--- src/rtl/branch_update_unit.sv ---
// Resolved-branch update FIFO feeding a table of 2-bit saturating counters, with registered lookup.
// Optional mispredict statistics counter enabled by defining BRANCH_UPDATE_STATS_EN.
module branch_update_unit #(
    parameter int LOWER      = 5,
    parameter int FIFO_DEPTH = 4
) (
    input  logic             clk,
    input  logic             arst_n,
    input  logic             en,
    input  logic             upd_valid,
    output logic             upd_ready,
    input  logic [LOWER-1:0] upd_addr,
    input  logic             upd_taken,
    input  logic             upd_jumped,
    input  logic             upd_pred,
    input  logic [LOWER-1:0] rd_addr,
    output logic             prediction,
    output logic             mispredict,
    output logic [15:0]      mispredict_cnt
);
    localparam int ROW_W = LOWER - 2;
    localparam int ROWS  = 1 << ROW_W;
    localparam int PTR_W = $clog2(FIFO_DEPTH);
    localparam int OCC_W = PTR_W + 1;

    typedef struct packed {
        logic [ROW_W-1:0] row;
        logic             outcome;
        logic             pred;
    } entry_t;

    entry_t           fifo_q [FIFO_DEPTH];
    logic [1:0]       ctr_q  [ROWS];
    logic [PTR_W-1:0] wr_ptr_q, wr_ptr_d, rd_ptr_q, rd_ptr_d;
    logic [OCC_W-1:0] occ_q, occ_d;
    logic             prediction_q, prediction_d;
    logic             mispredict_q, mispredict_d;
    logic             push, pop, full, empty;
    entry_t           head, new_entry;
    logic [1:0]       head_ctr, head_ctr_d;

    // PC bits [1:0] never select a row.
    logic unused_addr_bits;
    assign unused_addr_bits = ^{upd_addr[1:0], rd_addr[1:0]};

    assign full      = (occ_q == OCC_W'(FIFO_DEPTH));
    assign empty     = (occ_q == '0);
    assign upd_ready = ~full;
    assign push      = upd_valid & ~full;
    assign pop       = en & ~empty;
    assign head      = fifo_q[rd_ptr_q];
    assign head_ctr  = ctr_q[head.row];
    assign new_entry = '{row: upd_addr[LOWER-1:2], outcome: upd_taken | upd_jumped, pred: upd_pred};

    always_comb begin
        // NOTE: every always_comb output gets a default first so no path can infer a latch.
        head_ctr_d   = head_ctr;
        wr_ptr_d     = wr_ptr_q;
        rd_ptr_d     = rd_ptr_q;
        occ_d        = occ_q;
        prediction_d = prediction_q;
        mispredict_d = 1'b0;

        if (head.outcome && head_ctr != 2'b11) begin
            head_ctr_d = head_ctr + 2'd1;
        end else if (!head.outcome && head_ctr != 2'b00) begin
            head_ctr_d = head_ctr - 2'd1;
        end

        if (push) wr_ptr_d = wr_ptr_q + PTR_W'(1);
        if (pop)  rd_ptr_d = rd_ptr_q + PTR_W'(1);

        unique case ({push, pop})
            2'b10:   occ_d = occ_q + OCC_W'(1);
            2'b01:   occ_d = occ_q - OCC_W'(1);
            default: occ_d = occ_q;
        endcase

        // The table is read before this edge's write lands, so a colliding row shows its old value.
        if (en) prediction_d = ctr_q[rd_addr[LOWER-1:2]][1];
        mispredict_d = pop & (head.pred != head.outcome);
    end

    // NOTE: FIFO storage has no reset; occupancy alone decides which slots are meaningful.
    always_ff @(posedge clk) begin
        if (push) fifo_q[wr_ptr_q] <= new_entry;
    end

    always_ff @(posedge clk) begin
        if (!arst_n) begin
            for (int r = 0; r < ROWS; r++) begin
                ctr_q[r[ROW_W-1:0]] <= (r == 4) ? 2'b01 : 2'b00;
            end
        end else if (pop) begin
            ctr_q[head.row] <= head_ctr_d;
        end
    end

    // NOTE: state registers use non-blocking assignments so all flops see pre-edge values.
    always_ff @(posedge clk) begin
        if (!arst_n) begin
            wr_ptr_q     <= '0;
            rd_ptr_q     <= '0;
            occ_q        <= '0;
            prediction_q <= 1'b0;
            mispredict_q <= 1'b0;
        end else begin
            wr_ptr_q     <= wr_ptr_d;
            rd_ptr_q     <= rd_ptr_d;
            occ_q        <= occ_d;
            prediction_q <= prediction_d;
            mispredict_q <= mispredict_d;
        end
    end

    assign prediction = prediction_q;
    assign mispredict = mispredict_q;

`ifdef BRANCH_UPDATE_STATS_EN
    logic [15:0] mispredict_cnt_q;

    always_ff @(posedge clk) begin
        if (!arst_n) begin
            mispredict_cnt_q <= '0;
        end else if (mispredict_d && mispredict_cnt_q != 16'hFFFF) begin
            mispredict_cnt_q <= mispredict_cnt_q + 16'd1;
        end
    end

    assign mispredict_cnt = mispredict_cnt_q;
`else
    assign mispredict_cnt = '0;
`endif

endmodule

--- config.mk ---
export PLATFORM = sky130hd
export DESIGN_NAME = branch_update_unit
export DESIGN_NICKNAME = d
export VERILOG_FILES = /design/src/rtl/branch_update_unit.sv
export SDC_FILE = /design/constraint.sdc
export NUM_CORES = 1
export LEC_CHECK = 0
export BUFFER_PORTS_ARGS = -buffer_cell sky130_fd_sc_hd__buf_4
export CORE_MARGIN = 5
export CORE_UTILIZATION = 61
export DETAILED_ROUTE_END_ITERATION = 8
export MAX_ROUTING_LAYER = met4
export PLACE_DENSITY = 0.85
export SLEW_MARGIN = 20
export SYNTH_ARGS = -nofsm -noshare
export SYNTH_HDL_FRONTEND = slang
export SYNTH_SLANG_ARGS = --single-unit
--- constraint.sdc ---
create_clock -name clk -period 5 [get_ports clk]
set_input_delay 0.5 -clock clk [delete_from_list [all_inputs] [get_ports clk]]
set_output_delay 0.5 -clock clk [all_outputs]
set_load 0.02 [all_outputs]
Word-level counts from Yosys, hierarchy flattened
Memories as Yosys holds them, arrays and structs flattened. A register that Yosys moved wholly into a read port is not among the register bits. Cells that the tools add are included. W data, S select, Z words.

Reduce and logical (&&, ||, !) cells: 8. Equal/unequal tests: 5. Magnitude comparators: 0. $mul: 0. Divide/modulo/power cells: 0. Bitwise operators: 6. $add $sub $neg: 6. Muxes and demuxes: 14. Shifts and indexed selects: 0.

Operators by type and width (count): $mux W2 (5); $mux W1 (7); $add A2 B1 Y2 const B (3); $pmux W3 S2 (1); $reduce_bool A2 Y1 (2); $add A3 B1 Y3 const B (1); $and A1 B1 Y1 (3); $eq A3 B3 Y1 const B (1); $logic_not A3 Y1 (1); $mux W3 (1); $sub A3 B1 Y3 const B (1); $eq A2 B1 Y1 const B (1); $eq A2 B2 Y1 const B (1); $logic_and A1 B1 Y1 (2); $logic_not A1 Y1 (2); $ne A2 B2 Y1 const B (1); $not A1 Y1 (2); $reduce_or A2 Y1 (1); $sub A2 B1 Y2 const B (1); $ne A1 B1 Y1 (1); $or A1 B1 Y1 (1).

Memories: 2. Register bits after elaboration: 8. Bits in read-only memories: 0. Word-level logic and storage cells: 45. Output and inout bits: 19. Bits in latches: 0. Memory bits (writable): 36.

Memory list: fifo_q (words 4, width 5, rd ports 1, clocked after Yosys merged registers in 1, wr ports 1, RTL line 32) `entry_t fifo_q [FIFO_DEPTH];`; ctr_q (words 8, width 2, rd ports 2, clocked after Yosys merged registers in 1, wr ports 8, RTL line 33) `logic [1:0] ctr_q [ROWS];`.

Longest topological paths before layout
Gate-level depths: netlist of run 1.

Depth in word-level cells: 8. Gate-level depth with buffers: 12. Gate-level depth less buffers: 10.

Worst setup path before layout of run 1
No wires, ideal clock.

Path type: reg-to-reg. Start point: register with a tool-made name. End point: memory ctr_q[0][1] (data pin). Data required time: 4.728 ns. Path buffers: 1. Setup time: 0.272 ns. Cell stages (with the launch flop): 11. Path slack: 2.206 ns. Arrival: 2.522 ns. Path through: dfxtp_1 buf_6 mux4_2 mux2_4 a22o_1 nor2_1 inv_1 ha_1 nor2b_1 o21ai_0 nor3b_1.

RTL lines (RTL line): to (decl) (33).

==> run_results.csv, run 1 <==
group,metric,value,unit
cts,cts_resized,0,
synthesis,ys_seq_elements,47,
timing,post-route-period-util,71.80,%
die,boundaryPins,36,
synthesis,synthDistinctLibCells,40,
placed_design,port_buffers,15,
cts,clock-sinks,47,
timing,setup_viol,0,
synthesis,synth_area,2389,um2
cts,cts_tree,"done",
final_layout,nets,231,
route,drt_iter0_drc,127,
route,post_drt_wl_per_cell,17.01,um
min_path,hold_path.class,"in -> reg",
synthesis,synth-seq-area-share,54.48,%
timing,fin_setup_tns,0,ps
synthesis,ys.flop_type,"edfxtp_1",
power_and_ir_drop,finalPower,1.274,mW
run_status,outcome,"completed",
power_and_ir_drop,p_leak,0.9883,nW
placed_design,dp.cells,247,
die,std_cell_rows,22,
global_routing,grt_pass1_wl,7.279,mm
route,via_per_inst,5.788,
timing,clock-skew-final,11.84,ps
route,drc,0,
die,die_h,72.58,um
die,die_w,72.58,um
timing,min_period,3590,ps
route,dr_total_vias,1476,
die,fp.dieArea,5267,um2
global_routing,busiest_layer,"met2",
cts,clk_latency,300,ps
critical_path,critPathRequiredTime,5140,ps
global_routing,antenna_found_initial,0,
global_routing,overflow,0,
cts,cts_setup_buffers,0,
critical_path,end_kind,"flop",
global_routing,grt_use_met3,4.821,%
route,ant_nets,0,
timing,relSlewSlack,44.08,%
critical_path,path_max_fanout,15,
final_layout,area_delta_synth_final,6.758,%
job,max_cap_violations,0,
critical_path,critPathLaunchType,"flop",
critical_path,arrival,3730,ps
power_and_ir_drop,ir_drop,0.2457,mV
final_layout,drive_gt1_share,17.39,%
cts,clkTransAtPathRegs,90,ps
synthesis,synth_warnings,0,
timing,worst_pin_slew,830.0,ps
cts,cts-htree-levels,2,
timing,fmax,278.6,MHz
placed_design,gp_congestion,0.8235,
critical_path,endpoint,"ctr_q[3][1]$_SDFFCE_PN0P_",
route,drt_pass1_iterations,4,
timing,hold_violations,0,
die,fp.coreArea,3716,um2
placed_design,dp_hpwl,3.272,mm
global_routing,grt_pass1_vias,1527,
critical_path,ff2ff_path_depth,8,
cts,hold_buffers,0,
synthesis,synthArstFlopShare,0,%
global_routing,met2_usage,33.47,%
cts,cts.path.max_buffers,2,
route,wirelength,4.338,mm
synthesis,syn_area_per_cell,12.51,um2
cts,clock_tree.root_cell,"clkbuf_8",
die,start_util,64.28,%
critical_path,r2r-end,"ctr_q[3][1]$_SDFFCE_PN0P_",
power_and_ir_drop,powerDensity,499.6,nW/um2
synthesis,syn_inst,191,
final_layout,layout.cells.non_filler,255,
cts,cts-buffers-inserted,5,
final_layout,final_common_cell,"edfxtp_1",
global_routing,grtUsageTotal,18.92,%
timing,maxSlewViolCount,0,
timing,rsz0062_at_grt,"false",
final_layout,layout.cells.most_common_list,"edfxtp_1 (36), nand2_1 (17), conb_1 (16)",
critical_path,crit_type,"reg -> reg",
synthesis,synth_edf_count,36,
global_routing,grt_max_degree,20,
final_layout,antenna_cells,0,
global_routing,grt_use_met1,21.45,%
critical_path,r2r_slack,1410,ps
[power breakdown]
| part | internal, mW | switching, mW |
|---|---|---|
| sequential | 0.475 | 0.0389 |
| combinational | 0.216 | 0.319 |
| clock | 0.0985 | 0.127 |
[layer usage]
layer	vias up	routed length (um)
met2	70	2346
met5	-	0
met3	4	361
met1	715	1595
met4	0	35
li1	687	-
[registers in the layout, summed over array words and instances (netlist names), named ones only]
name,flops
ctr_q,16
mispredict,1
fifo_q,20
rd_ptr_q,2
occ_q,3
wr_ptr_q,2
prediction,1
[synth_stat cells (all sizes together), types with 3 or more instances]
library cell  number  area (um2)
xnor2              4       35.03
ha                 7       87.58
nand3              5       25.02
a21oi              7       35.03
nand2             17       63.81
buf               19       143.9
mux4               7       157.7
nor2               8       30.03
mux2               4       48.79
mux2i              6       60.06
and2               7       43.79
edfxtp            36        1081
nor3b              7       52.55
o21ai              5       25.02
dfxtp             11       220.2
clkbuf             3       11.26
inv                8       30.03
and3               4       25.02
[critical path, cell delays in order (launching register included)]
cell	delay (ps)
dfxtp_1	550
mux4_2	750
mux2_4	350
a22o_1	280
nor2_1	160
inv_1	60
ha_1	300
o21ai_0	680
nor3b_1	290
[layout make-up]
type / instances / area, um2
inverters: 8 / 30.03
repair buffers: 15 / 112.6
flip-flops and latches: 47 / 1301
clock inverters: 3 / 18.77
fillers: 267 / 1166
clock buffers: 5 / 68.82
well taps: 48 / 60.06
multi-input cells: 129 / 958.4
[logic make-up (layout without fill, tap and decap cells)]
logic type,count (synthesis),after routing,synth area share [%]
adders and majority gates,8,8,4.505
AOI/OAI and AO/OA,21,21,5.605
muxes,17,17,11.16
other,1,16,0.1570
DFF,47,47,54.48
buffers and inverters,30,31,7.752
xor gates and xnor gates,6,6,2.200
and+or+nand+nor,61,61,14.14
[worst min path at each step]
stage          cells past startpoint  slack (ps)                  endpoint                startpoint
2_1_floorplan                      2         480  wr_ptr_q[1]$_SDFFE_PN0P_  wr_ptr_q[1]$_SDFFE_PN0P_
3_3_place_gp                       1         480   prediction$_SDFFE_PN0P_   prediction$_SDFFE_PN0P_
3_5_place_dp                       1         480   prediction$_SDFFE_PN0P_   prediction$_SDFFE_PN0P_
4_1_cts                            1         390    fifo_q[0][2]$_DFFE_PP_               upd_addr[2]
5_1_grt                            1         380    fifo_q[0][2]$_DFFE_PP_               upd_addr[2]
6_report                           1         400    fifo_q[0][2]$_DFFE_PP_               upd_addr[2]
[stage by stage]
stage                     worst slack, ps  area [um2]  util [%]  hold WS [ps]
after floorplan                      2206        2445         -         476.5
after global routing                 1154        2550     68.62         381.5
after global placement               1550        2462     66.26         476.6
after CTS                            1428        2550     68.62         388.6
final                                1410        2550     68.62         395.0
after detailed placement             1445        2462     66.26         481.1
No activity file was read; power rests on OpenSTA's default activity.
==> run 2, diff against run 1 <==
--- a/config.mk
+++ b/config.mk
@@ -7,10 +7,10 @@
 export LEC_CHECK = 0
 export BUFFER_PORTS_ARGS = -buffer_cell sky130_fd_sc_hd__buf_4
 export CORE_MARGIN = 5
-export CORE_UTILIZATION = 61
+export CORE_UTILIZATION = 51
 export DETAILED_ROUTE_END_ITERATION = 8
 export MAX_ROUTING_LAYER = met4
-export PLACE_DENSITY = 0.85
+export PLACE_DENSITY = 0.76
 export SLEW_MARGIN = 20
 export SYNTH_ARGS = -nofsm -noshare
 export SYNTH_HDL_FRONTEND = slang
==> constraint.sdc (replaced) <==
create_clock -name clk -period 3.1 [get_ports clk]
set_input_delay 0.31 -clock clk [delete_from_list [all_inputs] [get_ports clk]]
set_output_delay 0.31 -clock clk [all_outputs]
set_load 0.02 [all_outputs]
==> run_results.csv, run 2 (same netlist as run 1, synthesis figures left out) <==
group,metric,value,unit
cts,clock_tree.root_cell,"clkbuf_8",
critical_path,critPathRequiredTime,3240,ps
min_path,hold_end,"fifo_q[3][0]$_DFFE_PP_",
final_layout,multiInputGateArea,980.9,um2
final_layout,fillers,374,
timing,min_period,2964,ps
die,boundaryPins,36,
job,max_cap_violations,0,
route,dr_total_vias,1455,
critical_path,ff2ff_path_depth,11,
die,die_h,78.44,um
route,drt_iter0_drc,104,
die,fp.coreArea,4444,um2
final_layout,antenna_cells,0,
timing,clock-skew-final,11.85,ps
route,drt_pass1_iterations,4,
final_layout,final_common_cell,"edfxtp_1",
final_layout,layout.cells.most_common_list,"edfxtp_1 (36), buf_4 (26), nand2_1 (17)",
cts,clock-sinks,47,
min_path,hold_path.class,"in -> reg",
placed_design,gp_congestion,0.7662,
die,start_util,53.74,%
global_routing,grtUsageTotal,15.21,%
route,ant_nets,0,
global_routing,antenna_found_initial,0,
critical_path,arrival,3100,ps
global_routing,grt_max_degree,20,
timing,hold_violations,0,
global_routing,grt_pass1_vias,1463,
timing,worst_pin_slew,623.0,ps
power_and_ir_drop,p_leak,1.051,nW
route,via_per_inst,5.389,
timing,fmax,337.4,MHz
placed_design,port_buffers,15,
timing,post-route-period-util,95.61,%
cts,cts-htree-levels,2,
final_layout,area_delta_synth_final,12.10,%
power_and_ir_drop,finalPower,2.232,mW
timing,relSlewSlack,58.19,%
die,fp.dieArea,6152,um2
critical_path,path_max_fanout,8,
timing,setup_viol,0,
critical_path,crit_type,"reg -> reg",
critical_path,worstReg2RegStart,"fifo_q[0][2]$_DFFE_PP_",
die,std_cell_rows,24,
final_layout,regArea,1303,um2
final_layout,fin_util,60.25,%
timing,whs,218.6,ps
timing,rsz0062_at_grt,"true",
cts,clkTransAtPathRegs,90,ps
die,die_w,78.44,um
final_layout,drive_gt1_share,24.31,%
min_path,holdPathStages,1,
power_and_ir_drop,ir_drop,0.4149,mV
cts,cts-buffers-inserted,5,
global_routing,overflow,0,
cts,cts_tree,"done",
run_status,outcome,"completed",
final_layout,nets,242,
global_routing,grt_pass1_wl,6.865,mm
final_layout,largest-register,"fifo_q",
critical_path,critPathLaunchType,"flop",
min_path,min_from,"upd_pred",
power_and_ir_drop,powerDensity,833.5,nW/um2
route,post_drt_wl_per_cell,15.33,um
final_layout,biggestRegsByFlops,"fifo_q (20), ctr_q (16), occ_q (3)",
cts,hold_buffers,0,
route,drc,0,
critical_path,end_kind,"flop",
cts,clk_latency,300,ps
route,wirelength,4.138,mm
critical_path,r2r_slack,140,ps
cts,cts.path.max_buffers,2,
timing,maxSlewViolCount,0,
placed_design,dp_hpwl,3.065,mm
critical_path,r2r-end,"ctr_q[1][1]$_SDFFCE_PN0P_",
final_layout,largest_reg_flops,20,
run 2: report_power, final:
part           leakage, nW  total (mW)  internal (mW)  switching [mW]
clock network       0.0505       0.395          0.203           0.193
registers            0.435       0.815          0.767          0.0478
logic                0.566        1.02          0.463           0.558
run 2: through the flow:
stage | setup WS [ps] | area [um2] | setup TNS [ps] | instances
after floorplan | 306.4 | 2445 | 0 | 206
after global placement | 84.42 | 2535 | 0 | 260
after detailed placement | -36.74 | 2535 | -36.74 | 260
after CTS | 19.74 | 2659 | 0 | 270
after global routing | -9.518 | 2678 | -16.02 | 270
final | 136.0 | 2678 | 0 | 270
run 2: worst max-delay path, stage by stage, from the launching register on:
cell and delay (ps):
edfxtp_1 390, mux4_2 600, mux2_4 330, a22o_1 270, nor2_2 110, inv_1 60, ha_1 310, nor3_2 190
buf_4 140, nor4_4 30, buf_4 190, nor3b_1 190
run 2: worst max-delay path by stage:
stage	cells after the start	end	slack, ps	startpoint
final	11	ctr_q[1][1]$_SDFFCE_PN0P_	140	fifo_q[0][2]$_DFFE_PP_
after global routing	11	ctr_q[5][1]$_SDFFCE_PN0P_	-10	fifo_q[3][2]$_DFFE_PP_
after CTS	11	ctr_q[2][1]$_SDFFCE_PN0P_	20	flop
after detailed placement	11	ctr_q[3][1]$_SDFFCE_PN0P_	-40	flop
after global placement	11	ctr_q[0][1]$_SDFFCE_PN0P_	80	flop
after floorplan	10	ctr_q[0][1]$_SDFFCE_PN0P_	310	flop
run 2: cell type report:
class / instances / share of cell area (%)
clock buffer: 7 / 3.598
clock inverter: 1 / 0.2804
inverter: 8 / 1.121
multi-input combinational: 129 / 36.64
sequential: 47 / 48.64
tap: 52 / 2.430
timing repair buffer: 26 / 7.290
run 2: timing repair:
item / in CTS / in global routing
endpoints found under the setup margin: 3 / 8
gates resized for setup: 1 / 5
pin swaps: 0 / 0
buffers inserted: 2 / 0
run 2: metal layers:
layer | up-vias | GRT usage [%] | wire length (um)
met5 | - | - | 0
met4 | 0 | 5.944 | 67
met3 | 5 | 4.119 | 173
met2 | 33 | 26.54 | 2173
met1 | 706 | 16.51 | 1723
li1 | 711 | - | -
==> run 3, diff against run 2 <==
--- a/config.mk
+++ b/config.mk
@@ -5,12 +5,13 @@
 export SDC_FILE = /design/constraint.sdc
 export NUM_CORES = 1
 export LEC_CHECK = 0
+export ABC_AREA = 1
 export BUFFER_PORTS_ARGS = -buffer_cell sky130_fd_sc_hd__buf_4
 export CORE_MARGIN = 5
 export CORE_UTILIZATION = 51
 export DETAILED_ROUTE_END_ITERATION = 8
 export MAX_ROUTING_LAYER = met4
-export PLACE_DENSITY = 0.76
+export PLACE_DENSITY = 0.75
 export SLEW_MARGIN = 20
 export SYNTH_ARGS = -nofsm -noshare
 export SYNTH_HDL_FRONTEND = slang
==> run_results.csv, run 3 <==
group,metric,value,unit
die,boundaryPins,36,
final_layout,antenna_cells,0,
power_and_ir_drop,powerDensity,801.1,nW/um2
route,ant_nets,0,
timing,relSlewSlack,64.89,%
final_layout,largest-register,"fifo_q",
cts,cts-buffers-inserted,5,
route,drc,0,
cts,hold_buffers,0,
global_routing,grt_pass1_wl,7.776,mm
timing,clock-skew-final,7.655,ps
die,die_w,80.99,um
critical_path,arrival,2570,ps
die,start_util,53.35,%
route,via_per_inst,4.917,
timing,min_period,2528,ps
timing,worst_pin_slew,524.8,ps
synthesis,synth_edf_count,36,
final_layout,area_delta_synth_final,7.449,%
timing,fmax,395.5,MHz
route,wl_met2,2.256,mm
route,drt_pass1_iterations,4,
synthesis,synth_top_area_share,42.06,%
route,wirelength_met1,1.989,mm
cts,clock-sinks,47,
synthesis,ys_top_cells_by_count,"nand2_1 (64), edfxtp_1 (36), inv_1 (29), nor2_1 (21), buf_4 (17)",
die,std_cell_rows,25,
cts,cts-htree-levels,2,
cts,clk_latency,290,ps
min_path,min_from,"en",
timing,fin_setup_tns,0,ps
power_and_ir_drop,ir_drop,0.4789,mV
timing,post-route-period-util,81.56,%
cts,clock_tree.root_cell,"clkbuf_8",
synthesis,yosys.cell_count.top_type,"nand2_1",
route,drt_iter0_drc,96,
route,wirelength,4.517,mm
global_routing,antenna_found_initial,0,
final_layout,fin_util,57.32,%
critical_path,path_max_fanout,12,
final_layout,layout.cells.most_common_list,"nand2_1 (64), edfxtp_1 (36), inv_1 (29)",
critical_path,critPathRequiredTime,3140,ps
min_path,hold_path.class,"in -> reg",
global_routing,overflow,0,
cts,clkTransAtPathRegs,80,ps
final_layout,largest_reg_flops,20,
route,dr_wl_met3,211,um
synthesis,synth-seq-area-share,50.63,%
job,max_cap_violations,0,
synthesis,ys_seq_elements,47,
cts,cts.path.max_buffers,2,
global_routing,grt_pass1_vias,1746,
critical_path,crit_type,"reg -> reg",
timing,setup_viol,0,
cts,cts_setup_buffers,0,
critical_path,end_kind,"flop",
route,post_drt_wl_per_cell,12.48,um
die,fp.dieArea,6559,um2
synthesis,synth_mux_area_share,0,%
timing,hold_violations,0,
placed_design,port_buffers,15,
placed_design,gp_congestion,0.8409,
timing,whs,207.0,ps
die,fp.coreArea,4817,um2
route,dr_total_vias,1780,
power_and_ir_drop,p_leak,1.173,nW
global_routing,grtUsageTotal,15.97,%
final_layout,drive_gt1_share,20.00,%
synthesis,synth_top_family_by_area,"simple AND/OR/NAND/NOR gates",
die,die_h,80.99,um
synthesis,synth-compound-area-share,6.524,%
synthesis,syn_area_per_cell,9.311,um2
timing,rsz0062_at_grt,"false",
cts,cts_resized,0,
placed_design,dp_hpwl,3.490,mm
global_routing,grt_max_degree,17,
synthesis,syn_inst,276,
synthesis,synth_xor_area_share,0.3408,%
critical_path,critPathLaunchType,"flop",
final_layout,biggestRegsByFlops,"fifo_q (20), ctr_q (16), occ_q (3)",
synthesis,synthArstFlopShare,0,%
run_status,outcome,"completed",
cts,cts_tree,"done",
final_layout,final_common_cell,"nand2_1",
synthesis,synth_area,2570,um2
route,top_layer_used,"met4",
synthesis,synth_warnings,0,
synthesis,synthSimpleGateAreaFrac,27.26,%
synthesis,synth_fa_ha_area_share,4.187,%
synthesis,synth_largest_area_cell,"edfxtp_1",
final_layout,nets,319,
timing,maxSlewViolCount,0,
synthesis,synthDistinctLibCells,30,
synthesis,synth_area_leaders,"edfxtp_1 (42%), nand2_1 (9.3%), dfxtp_1 (8.6%)",
synthesis,ys.flop_type,"edfxtp_1",
-- run 3: logic make-up (layout without fill, tap and decap cells) --
group,count (synthesis),after routing
xor gates and xnor gates,1,1
adders and majority gates,8,8
other,1,16
and+or+nand+nor,134,134
AOI/OAI and AO/OA,32,32
buffers and inverters,53,57
DFF,47,47
-- run 3: area by class of cell --
| type | count | area, um2 |
|---|---|---|
| multi-input cells | 191 | 1045 |
| flip-flops and latches | 47 | 1301 |
| clock inverters | 2 | 12.51 |
| repair buffers | 16 | 120.1 |
| clock buffers | 6 | 72.57 |
| inverters | 33 | 126.4 |
| well taps | 67 | 83.83 |
| fillers | 401 | 2056 |
-- run 3: power by group --
group / leakage (nW) / internal [mW] / switching (mW)
clock: 0.0428 / 0.158 / 0.187
sequential: 0.434 / 0.760 / 0.0371
combinational: 0.696 / 0.315 / 0.755
total: 1.17 / 1.23 / 0.979
-- run 3: worst paths after layout --
check | depth (start not counted) | slack (ps) | endpoint
worst max-delay path | 16 | 570 | ctr_q[6][1]$_SDFFCE_PN0P_
worst min-delay path | 2 | 210 | prediction$_SDFFE_PN0P_
worst max register to register | 16 | 570 | ctr_q[6][1]$_SDFFCE_PN0P_
worst min register to register | 2 | 480 | occ_q[2]$_SDFFE_PN0P_
-- run 3: worst max-delay path: stages (launching register included) --
cell and delay [ps]:
dfxtp_1 310, buf_4 210, inv_2 140, nand2_1 130, nand3_4 130, nand2_8 140, nand2_1 60, nand3_1 80
nand2_1 70, nor2_1 150, inv_1 60, ha_1 270, inv_1 40, o21ai_0 200, nand2_2 90, nand2_4 140
nor2_1 50
-- run 3: per-stage QoR --
stage	worst slack (ps)	std cells	power [mW]	area, um2
after floorplan	990.7	291	1.670	2626
after global placement	639.7	354	1.845	2676
after detailed placement	579.7	354	1.878	2676
after CTS	570.8	362	2.221	2761
after global routing	299.8	362	2.389	2761
final	571.8	362	2.212	2761
-- run 3: layer usage --
metal / vias up / global-route usage, %
li1: 905 / -
met1: 825 / 18.99
met2: 44 / 26.93
met3: 6 / 2.439
met4: 0 / 6.926
met5: - / -
